--- config.mk ---
export PLATFORM = sky130hd
export DESIGN_NAME = display_scan_driver
export DESIGN_NICKNAME = d
export VERILOG_FILES = /design/src/rtl/display_scan_driver.sv
export SDC_FILE = /design/constraint.sdc
export NUM_CORES = 1
export LEC_CHECK = 0
export ABC_CLOCK_PERIOD_IN_PS = 1700
export CORE_MARGIN = 3
export CORE_UTILIZATION = 56
export DETAILED_ROUTE_END_ITERATION = 16
export DONT_BUFFER_PORTS = 1
export GPL_TIMING_DRIVEN = 0
export PLACE_DENSITY = 0.74
export REMOVE_ABC_BUFFERS = 1
export SYNTH_ARGS = -nofsm -noshare
export SYNTH_HDL_FRONTEND = slang
export SYNTH_SLANG_ARGS = --single-unit
export TNS_END_PERCENT = 10
--- constraint.sdc ---
create_clock -name clk -period 1.7 [get_ports clk]
set_clock_uncertainty 0.05 [all_clocks]
set_input_delay 0.17 -clock clk [delete_from_list [all_inputs] [get_ports clk]]
set_output_delay 0.17 -clock clk [all_outputs]
set_load 0.005 [all_outputs]
--- src/rtl/display_scan_driver.sv ---
// Binary-to-BCD (sequential double-dabble) feeder for a 4-digit 7-segment display,
// with a free-running digit scanner whose enables lag the nibble bus by one cycle.
module display_scan_driver #(
    parameter int unsigned REFRESH_DIV   = 50000,
    parameter bit          BLANK_LEADING = 1'b1
) (
    input  logic        clk,
    input  logic        rst_n,
    input  logic [15:0] value_in,
    input  logic        load,
    output logic        busy,
    output logic [3:0]  digit_nibble,
    output logic [3:0]  anode_n
);

    localparam int unsigned PW = (REFRESH_DIV > 1) ? $clog2(REFRESH_DIV) : 1;

    typedef enum logic [1:0] {
        S_IDLE,
        S_CONV,
        S_FIN
    } state_t;

    state_t      r_state;
    state_t      w_next;
    logic [3:0]  r_cnt;
    logic [15:0] r_shift;
    logic [15:0] r_bcd;
    logic [15:0] r_value;
    logic [15:0] r_shadow;
    logic [15:0] w_adj;
    logic [15:0] w_shadow;
    logic        w_lead;

    logic [PW-1:0] r_presc;
    logic          w_tc;
    logic [1:0]    r_slot;
    logic [1:0]    r_slot_d;
    logic [3:0]    r_nibble;
    logic [3:0]    r_anode;

    assign busy         = (r_state != S_IDLE);
    assign digit_nibble = r_nibble;
    assign anode_n      = r_anode;

    always_ff @(posedge clk) begin
        if (!rst_n) begin
            r_state <= S_IDLE;
        end else begin
            r_state <= w_next;
        end
    end

    always_comb begin
        w_next = r_state;
        case (r_state)
            S_IDLE:  if (load) w_next = S_CONV;
            S_CONV:  if (r_cnt == 4'd15) w_next = S_FIN;
            S_FIN:   w_next = S_IDLE;
            default: w_next = S_IDLE;
        endcase
    end

    always_comb begin
        w_adj = '0;
        for (int unsigned i = 0; i < 4; i++) begin
            if (r_bcd[4*i +: 4] >= 4'd5) begin
                w_adj[4*i +: 4] = r_bcd[4*i +: 4] + 4'd3;
            end else begin
                w_adj[4*i +: 4] = r_bcd[4*i +: 4];
            end
        end
    end

    // Blank from the most significant digit down until the first nonzero; digit 0 always shown.
    always_comb begin
        w_shadow = r_bcd;
        w_lead   = 1'b1;
        if (r_value > 16'd9999) begin
            w_shadow = 16'hEEEE;
        end else if (BLANK_LEADING) begin
            for (int unsigned i = 3; i >= 1; i--) begin
                if (w_lead && (r_bcd[4*i +: 4] == 4'h0)) begin
                    w_shadow[4*i +: 4] = 4'hF;
                end else begin
                    w_lead = 1'b0;
                end
            end
        end
    end

    always_ff @(posedge clk) begin
        if (!rst_n) begin
            r_cnt    <= '0;
            r_shift  <= '0;
            r_bcd    <= '0;
            r_value  <= '0;
            r_shadow <= 16'hFFF0;
        end else begin
            case (r_state)
                S_IDLE: begin
                    if (load) begin
                        r_value <= value_in;
                        r_shift <= value_in;
                        r_bcd   <= '0;
                        r_cnt   <= '0;
                    end
                end
                S_CONV: begin
                    r_bcd   <= {w_adj[14:0], r_shift[15]};
                    r_shift <= {r_shift[14:0], 1'b0};
                    r_cnt   <= r_cnt + 4'd1;
                end
                S_FIN: begin
                    r_shadow <= w_shadow;
                end
                default: ;
            endcase
        end
    end

    assign w_tc = (r_presc == PW'(REFRESH_DIV - 1));

    always_ff @(posedge clk) begin
        if (!rst_n) begin
            r_presc  <= '0;
            r_slot   <= '0;
            r_slot_d <= '0;
            r_nibble <= 4'hF;
            r_anode  <= 4'hF;
        end else begin
            r_presc  <= w_tc ? '0 : r_presc + 1'b1;
            if (w_tc) r_slot <= r_slot + 2'd1;
            r_nibble <= r_shadow[{r_slot, 2'b00} +: 4];
            r_slot_d <= r_slot;
            r_anode  <= ~(4'b0001 << r_slot_d);
        end
    end

endmodule

==> results of run 1 <==
## critical path: stages (launching register included)
cell	delay [ns]
dfxtp_4	0.38
nand2b_4	0.18
nor4b_4	0.39
buf_4	0.18
nand4_1	0.14
o22a_1	0.21
## repair_timing
item | 4_1_cts | 5_1_grt
hold buffers | 23 | 0
buffers inserted | 0 | 4
endpoints found under the hold margin | 42 | 0
setup endpoints to repair | 61 | 32
pin swaps | 1 | 10
gates resized for setup | 15 | 16
gates cloned | 0 | 0
## where the power goes
part           total (W)  internal (W)  leakage [nW]  switching, W
Combinational   0.000229     0.0000865         0.669      0.000143
Clock            0.00158      0.000850         0.104      0.000733
Sequential       0.00230       0.00226         0.768     0.0000415
## per-stage QoR
stage | area [um2] | setup WS (ns) | power (W) | hold slack, ns | setup TNS (ns)
2_1_floorplan | 3794 | -0.1514 | 0.002478 | 0.1930 | -1.596
3_5_place_dp | 3890 | -0.9072 | 0.002531 | 0.2013 | -19.06
5_1_grt | 4457 | -0.06543 | 0.004268 | 0.03913 | -0.08328
6_report | 4457 | 0.06059 | 0.004113 | 0.03243 | 0
4_1_cts | 4373 | -0.003792 | 0.004137 | 0.01677 | -0.003792
3_3_place_gp | 3890 | -0.7984 | 0.002524 | 0.1986 | -15.38
## cell usage after synthesis (all sizes together), types with 5 or more instances
library cell   n  share of area (%)
dfxtp         94                 49
nand2         71                6.9
nor2          30                2.9
a21oi         28                3.6
xnor2         18                4.1
a31oi         16                2.6
inv           14                1.4
ha            12                3.9
o21ai         12                1.6
clkbuf        10               0.97
nand2b        10                1.8
nand3         10                1.3
nand4          9                1.6
buf            8                1.0
o22ai          7                1.1
o22a           6                1.4
nor3           5               0.78
nor4           5               0.81
## area by class of cell
class	instances	area share, %
multi-input combinational	292	43.46
sequential	94	42.56
timing repair buffer	27	5.839
clock buffer	10	3.088
tap	77	2.162
clock inverter	4	1.628
inverter	14	1.263
## worst min path at each step
stage           from                          to  cells past startpoint
2_1_floorplan  rst_n  digit_nibble[0]$_SDFF_PN1_                      1
3_3_place_gp   rst_n  digit_nibble[3]$_SDFF_PN1_                      1
6_report       rst_n    r_shadow[6]$_SDFFE_PN1N_                      2
3_5_place_dp   rst_n  digit_nibble[3]$_SDFF_PN1_                      1
4_1_cts        rst_n    r_shadow[5]$_SDFFE_PN1N_                      2
5_1_grt        rst_n    r_shadow[6]$_SDFFE_PN1N_                      2
## sequential cells by signal, summed over array words and instances, names as in the netlist
signal        flops
anode_n           4
digit_nibble      4
r_bcd            16
r_cnt             4
r_presc          16
r_shadow         16
r_shift          16
r_slot            2
r_slot_d          2
r_state           2
r_value          12
## per-layer routing
layer / GRT usage (%) / routed length, um / part of all wire, %
met4: 6.360 / 76 / 0.95
met5: 0 / 0 / 0
met2: 34.90 / 3852 / 48
met1: 29.27 / 3710 / 46
met3: 5.714 / 350 / 4.4
## kinds of logic after synthesis
logic type | count (synthesis)
adder cells (fa/ha/maj) | 12
AND/OR/NAND/NOR | 161
XOR/XNOR | 20
flip-flops | 94
buffers and inverters | 32
AO/OA/AOI/OAI | 91
multiplexers | 8
==> out/qor_table.md, run 1 <==
| Item | Value |
|:---|:---|
| Input/output buffers | 0 |
| Maximum number of pins on one net before global-route repair | 46 |
| Area taken by multi-input logic gates | 1937 um2 |
| CTS tree | done |
| Area enclosed by the die boundary | 7947 um2 |
| Post-route ant nets | 0 |
| Total wirelength of the detailed-routed design | 7989 um |
| Wire length of the first global-routing pass | 13630 um |
| CTS Buf Count | 9 |
| Via count of the first global-routing pass | 2932 |
| Core area | 6531 um2 |
| Critical path capture point | r_shadow[7]$_SDFFE_PN1N_ |
| Largest family of logic cells by synthesized area | simple AND/OR/NAND/NOR gates |
| Non-filler instance count after layout | 518 |
| Detail Placement HPWL | 4983 um |
| Worst IR Drop VDD | 661.2 uV |
| Worst relative slew slack | 51.84% |
| Maximum clock path buffer count | 2 |
| Number of DRC violations after detailed routing | 0 |
| Clock Latency Late Sink | 0.36 ns |
| Endpoint type of the worst setup path | register |
| Syn Inst Count | 418 |
| Worst-margin pin slew | 0.7209 ns |
| Unrepaired setup endpoints after global routing | true |
| Count of standard-cell rows | 29 |
| Final count of pins violating max slew | 0 |
| Critical path start-end classification | register to register |
| Initial standard-cell utilization of the core | 59.27% |
| Via-to-Cell Ratio | 6.014 |
| Worst R2R Start | r_state[0]$_SDFFE_PN0P_ |
| Number of ports placed on the die boundary | 28 |
| Type of the worst min-delay path | primary input to register |
| Data required time of the worst path | 1.90 ns |
| Maximum fanout encountered on the critical timing path | 6 |
| Reg clk slew, reported paths | 0.09 ns |
| Number of flops mapped to enable cells by yosys | 0 |
| Root cell of the clock tree | clkbuf_8 |
| Pwr dens | 922.8 nW/um2 |
| Routed vias | 3115 |
| Startpoint types | register |
| Period minus WS final | 1.639 ns |
| Syn. warnings | 0 |
| Number of antenna repair diodes | 0 |
| Async set-or-reset flop fraction in the synthesized netlist | 0% |
| Share of cells above drive strength 1 | 13.15% |
| FF-to-FF setup slack | 0.06 ns |
| Register area share after synthesis | 48.61% |
| Final weighted congestion of routability-driven global placement | 0.8453 |
| Area of the mapped netlist | 3871 um2 |
| DR WL/cell | 15.42 um |
| Final-stage net count | 469 |
| DRC marker count from the first detailed-route iteration | 177 |
| GRT Util Overall | 21.85% |
| Leading cell types in the layout, fill and taps excluded | dfxtp_1 (88), nand2_1 (67), nor2_1 (29), a21oi_1 (25), dlygate4sd3_1 (23) |
| Number of setup violations in the final report | 0 |
| FF+latch area | 1897 um2 |
| Clock net sink count | 94 |
| Area Overhead vs Synth | 15.13% |
| Synthesized-area fraction occupied by adder cells | 3.878% |
| Share of the synthesized netlist area taken by xor and xnor gates | 4.525% |
| Router iterations before antenna repair | 5 |
| Maximum operating frequency | 610.0 MHz |
| Horizontal extent of the die | 89.15 um |
| Multiplexer area fraction after synthesis | 3.458% |
| Most common library cell in the layout ignoring fill and taps | dfxtp_1 |
| Core utilization of the finished layout | 68.24% |
| GRT Residual Overflow | 0 |
| Count of max-cap constraint violations | 0 |
| Portion of the clock cycle consumed by the worst path in the final layout | 96.44% |
| Cell variety after synth | 50 |
| Antenna violations before repair | 0 |
| Status | finished, final reports clean |
| Flop and latch count out of synthesis | 94 |
| Register-to-Register Path Depth | 5 |
| Static power due to leakage | 1.542 nW |
| Die height | 89.15 um |
| Fill cell instance count of the final layout | 515 |
| Total instance count after detailed placement | 477 |
| Count of final hold-check violations | 0 |
| Level count of the clock H-tree | 3 |
| Simple-gate share of the synthesized area | 20.75% |
| Fraction of the mapped netlist area in compound gates | 15.42% |
| FF-to-FF End | r_shadow[7]$_SDFFE_PN1N_ |
| Start point of the critical path | r_state[0]$_SDFFE_PN0P_ |
| Average instance area after synthesis | 9.261 um2 |
| Most frequently used flop master after synthesis | dfxtp_1 |
| Critical path arrival | 1.84 ns |
Power figures use the tool's default switching activity.
==> run 2: changes to the inputs <==
Settings changed: CORE_UTILIZATION 56 to 59, CTS_BUF_LIST set to sky130_fd_sc_hd__clkbuf_4 sky130_fd_sc_hd__clkbuf_8, PLACE_DENSITY 0.74 to 0.78.
==> out/qor_table.md, run 2 (synthesis gave the netlist of run 1 again) <==
| Item | Value | Delta |
|:---|:---|:---|
| Non-filler instance count after layout | 510 | was 518 |
| DRC marker count from the first detailed-route iteration | 180 | was 177 |
| Die height | 87 um | was 89.15 um |
| Worst IR Drop VDD | 875.6 uV | was 661.2 uV |
| Number of setup violations in the final report | 0 | unchanged |
| Post-route ant nets | 0 | unchanged |
| Core area | 6131 um2 | was 6531 um2 |
| Final worst-path setup slack | 0.02353 ns | was 0.06059 ns |
| Portion of the clock cycle consumed by the worst path in the final layout | 98.62% | was 96.44% |
| Min Hold Slack | 0.02280 ns | was 0.03243 ns |
| Level count of the clock H-tree | 3 | unchanged |
| GRT Residual Overflow | 0 | unchanged |
| Critical path start-end classification | register to register | unchanged |
| Status | finished, final reports clean | unchanged |
| Final Instance Area | 4372 um2 | was 4457 um2 |
| Maximum operating frequency | 596.5 MHz | was 610.0 MHz |
| Endpoint type of the worst setup path | register | unchanged |
| Area Overhead vs Synth | 12.93% | was 15.13% |
| Leading cell types in the layout, fill and taps excluded | dfxtp_1 (90), nand2_1 (67), nor2_1 (29), a21oi_1 (25), xnor2_1 (18) | was dfxtp_1 (88), nand2_1 (67), nor2_1 (29), a21oi_1 (25), dlygate4sd3_1 (23) |
| CTS tree | done | unchanged |
| Number of antenna repair diodes | 0 | unchanged |
| Wire length of the first global-routing pass | 13330 um | was 13630 um |
| Final weighted congestion of routability-driven global placement | 0.8527 | was 0.8453 |
| Share of cells above drive strength 1 | 12.18% | was 13.15% |
| Routed vias | 3146 | was 3115 |
| Area enclosed by the die boundary | 7569 um2 | was 7947 um2 |
| Horizontal extent of the die | 87 um | was 89.15 um |
| Reg clk slew, reported paths | 0.08 ns | was 0.09 ns |
| Final count of pins violating max slew | 0 | unchanged |
| Pwr dens | 947.7 nW/um2 | was 922.8 nW/um2 |
| Count of standard-cell rows | 28 | was 29 |
| Final-stage net count | 462 | was 469 |
| Number of DRC violations after detailed routing | 0 | unchanged |
| Detail Placement HPWL | 4974 um | was 4983 um |
| Most common library cell in the layout ignoring fill and taps | dfxtp_1 | unchanged |
| Type of the worst min-delay path | primary input to register | unchanged |
| Via count of the first global-routing pass | 2805 | was 2932 |
| Worst setup slack after placement | -0.8296 ns | was -0.9072 ns |
| Antenna violations before repair | 0 | unchanged |
| Root cell of the clock tree | clkbuf_8 | unchanged |
| Data required time of the worst path | 1.89 ns | was 1.90 ns |
| GRT Util Overall | 22.22% | was 21.85% |
| CTS Buf Count | 9 | unchanged |
| Fill cell instance count of the final layout | 435 | was 515 |
| Input/output buffers | 0 | unchanged |
| Number of ports placed on the die boundary | 28 | unchanged |
| FF-to-FF setup slack | 0.02 ns | was 0.06 ns |
| Area after detailed placement | 3887 um2 | was 3890 um2 |
| Router iterations before antenna repair | 5 | unchanged |
| Worst relative slew slack | 52.44% | was 51.84% |
| Unrepaired setup endpoints after global routing | true | unchanged |
| Count of final hold-check violations | 0 | unchanged |
| Worst-margin pin slew | 0.7119 ns | was 0.7209 ns |
| Period minus WS final | 1.676 ns | was 1.639 ns |
| Static power due to leakage | 1.537 nW | was 1.542 nW |
| Initial standard-cell utilization of the core | 63.14% | was 59.27% |
| Total wirelength of the detailed-routed design | 7959 um | was 7989 um |
| Critical path arrival | 1.87 ns | was 1.84 ns |
| Maximum fanout encountered on the critical timing path | 7 | was 6 |
| Post-route setup TNS | 0 ns | unchanged |
| Clock Latency Late Sink | 0.36 ns | about the same |
| Maximum number of pins on one net before global-route repair | 46 | unchanged |
| Via-to-Cell Ratio | 6.169 | was 6.014 |
| Startpoint types | register | unchanged |
| Total instance count after detailed placement | 475 | was 477 |
| DR WL/cell | 15.61 um | was 15.42 um |
| Clock net sink count | 94 | unchanged |
| Maximum clock path buffer count | 2 | unchanged |
| Count of max-cap constraint violations | 0 | unchanged |
run 2: cell count changes in the layout (fill, tap and decap cells not counted), sizes merged:
cell and delta:
clkbuf +1, clkinvlp -1, buf -1, clkinv +1, dlygate4sd3 -6
run 2: critical path, stage by stage (launching register included):
cell      delay [ns]
dfxtp_1         0.38
nand2b_4        0.21
nor4b_4         0.36
nand2_2         0.18
o41a_1          0.39
run 2: worst paths after layout:
| path | startpoint | end | cells past startpoint |
|---|---|---|---|
| max | r_state[0]$_SDFFE_PN0P_ | r_shadow[14]$_SDFFE_PN1N_ | 4 |
| min | rst_n | r_state[1]$_SDFFE_PN0P_ | 2 |
| max reg2reg | r_state[0]$_SDFFE_PN0P_ | r_shadow[14]$_SDFFE_PN1N_ | 4 |
| min reg2reg | r_slot_d[0]$_SDFF_PN0_ | anode_n[3]$_SDFF_PN1_ | 1 |
run 2: area by class of cell:
| cell class | count | area, um2 | share of cell area (%) |
|---|---|---|---|
| inverters | 14 | 56.30 | 1.288 |
| clock buffers | 11 | 151.4 | 3.463 |
| well taps | 75 | 93.84 | 2.147 |
| repair buffers | 20 | 192.7 | 4.408 |
| flip-flops and latches | 94 | 1887 | 43.16 |
| multi-input cells | 292 | 1921 | 43.93 |
| clock inverters | 4 | 70.07 | 1.603 |
run 2: metrics by stage:
stage | power [W] | utilization [%]
final | 0.004143 | 71.31
after global routing | 0.004308 | 71.31
after CTS | 0.004162 | 70.53
after detailed placement | 0.002530 | 63.41
after global placement | 0.002523 | 63.41
after floorplan | 0.002478 | -
run 2: per-layer routing:
metal	track usage [%]	vias to the layer above	share of wire (%)
li1	-	1508	-
met1	29.25	1543	46
met2	35.47	82	49
met3	6.149	13	4.4
met4	6.941	0	1.3
met5	0	-	0
run 2: power breakdown:
part	internal, W	switching [W]
logic	0.0000853	0.000146
registers	0.00226	0.0000401
clock network	0.000895	0.000716
run 2: what timing repair did:
action                     CTS  global route
gates cloned                 0             0
hold buffers                17             0
setup buffers                0             3
gates resized for setup     14             9
pin swaps                    1             2
setup endpoints to repair   61            38
hold endpoints to repair    42             0
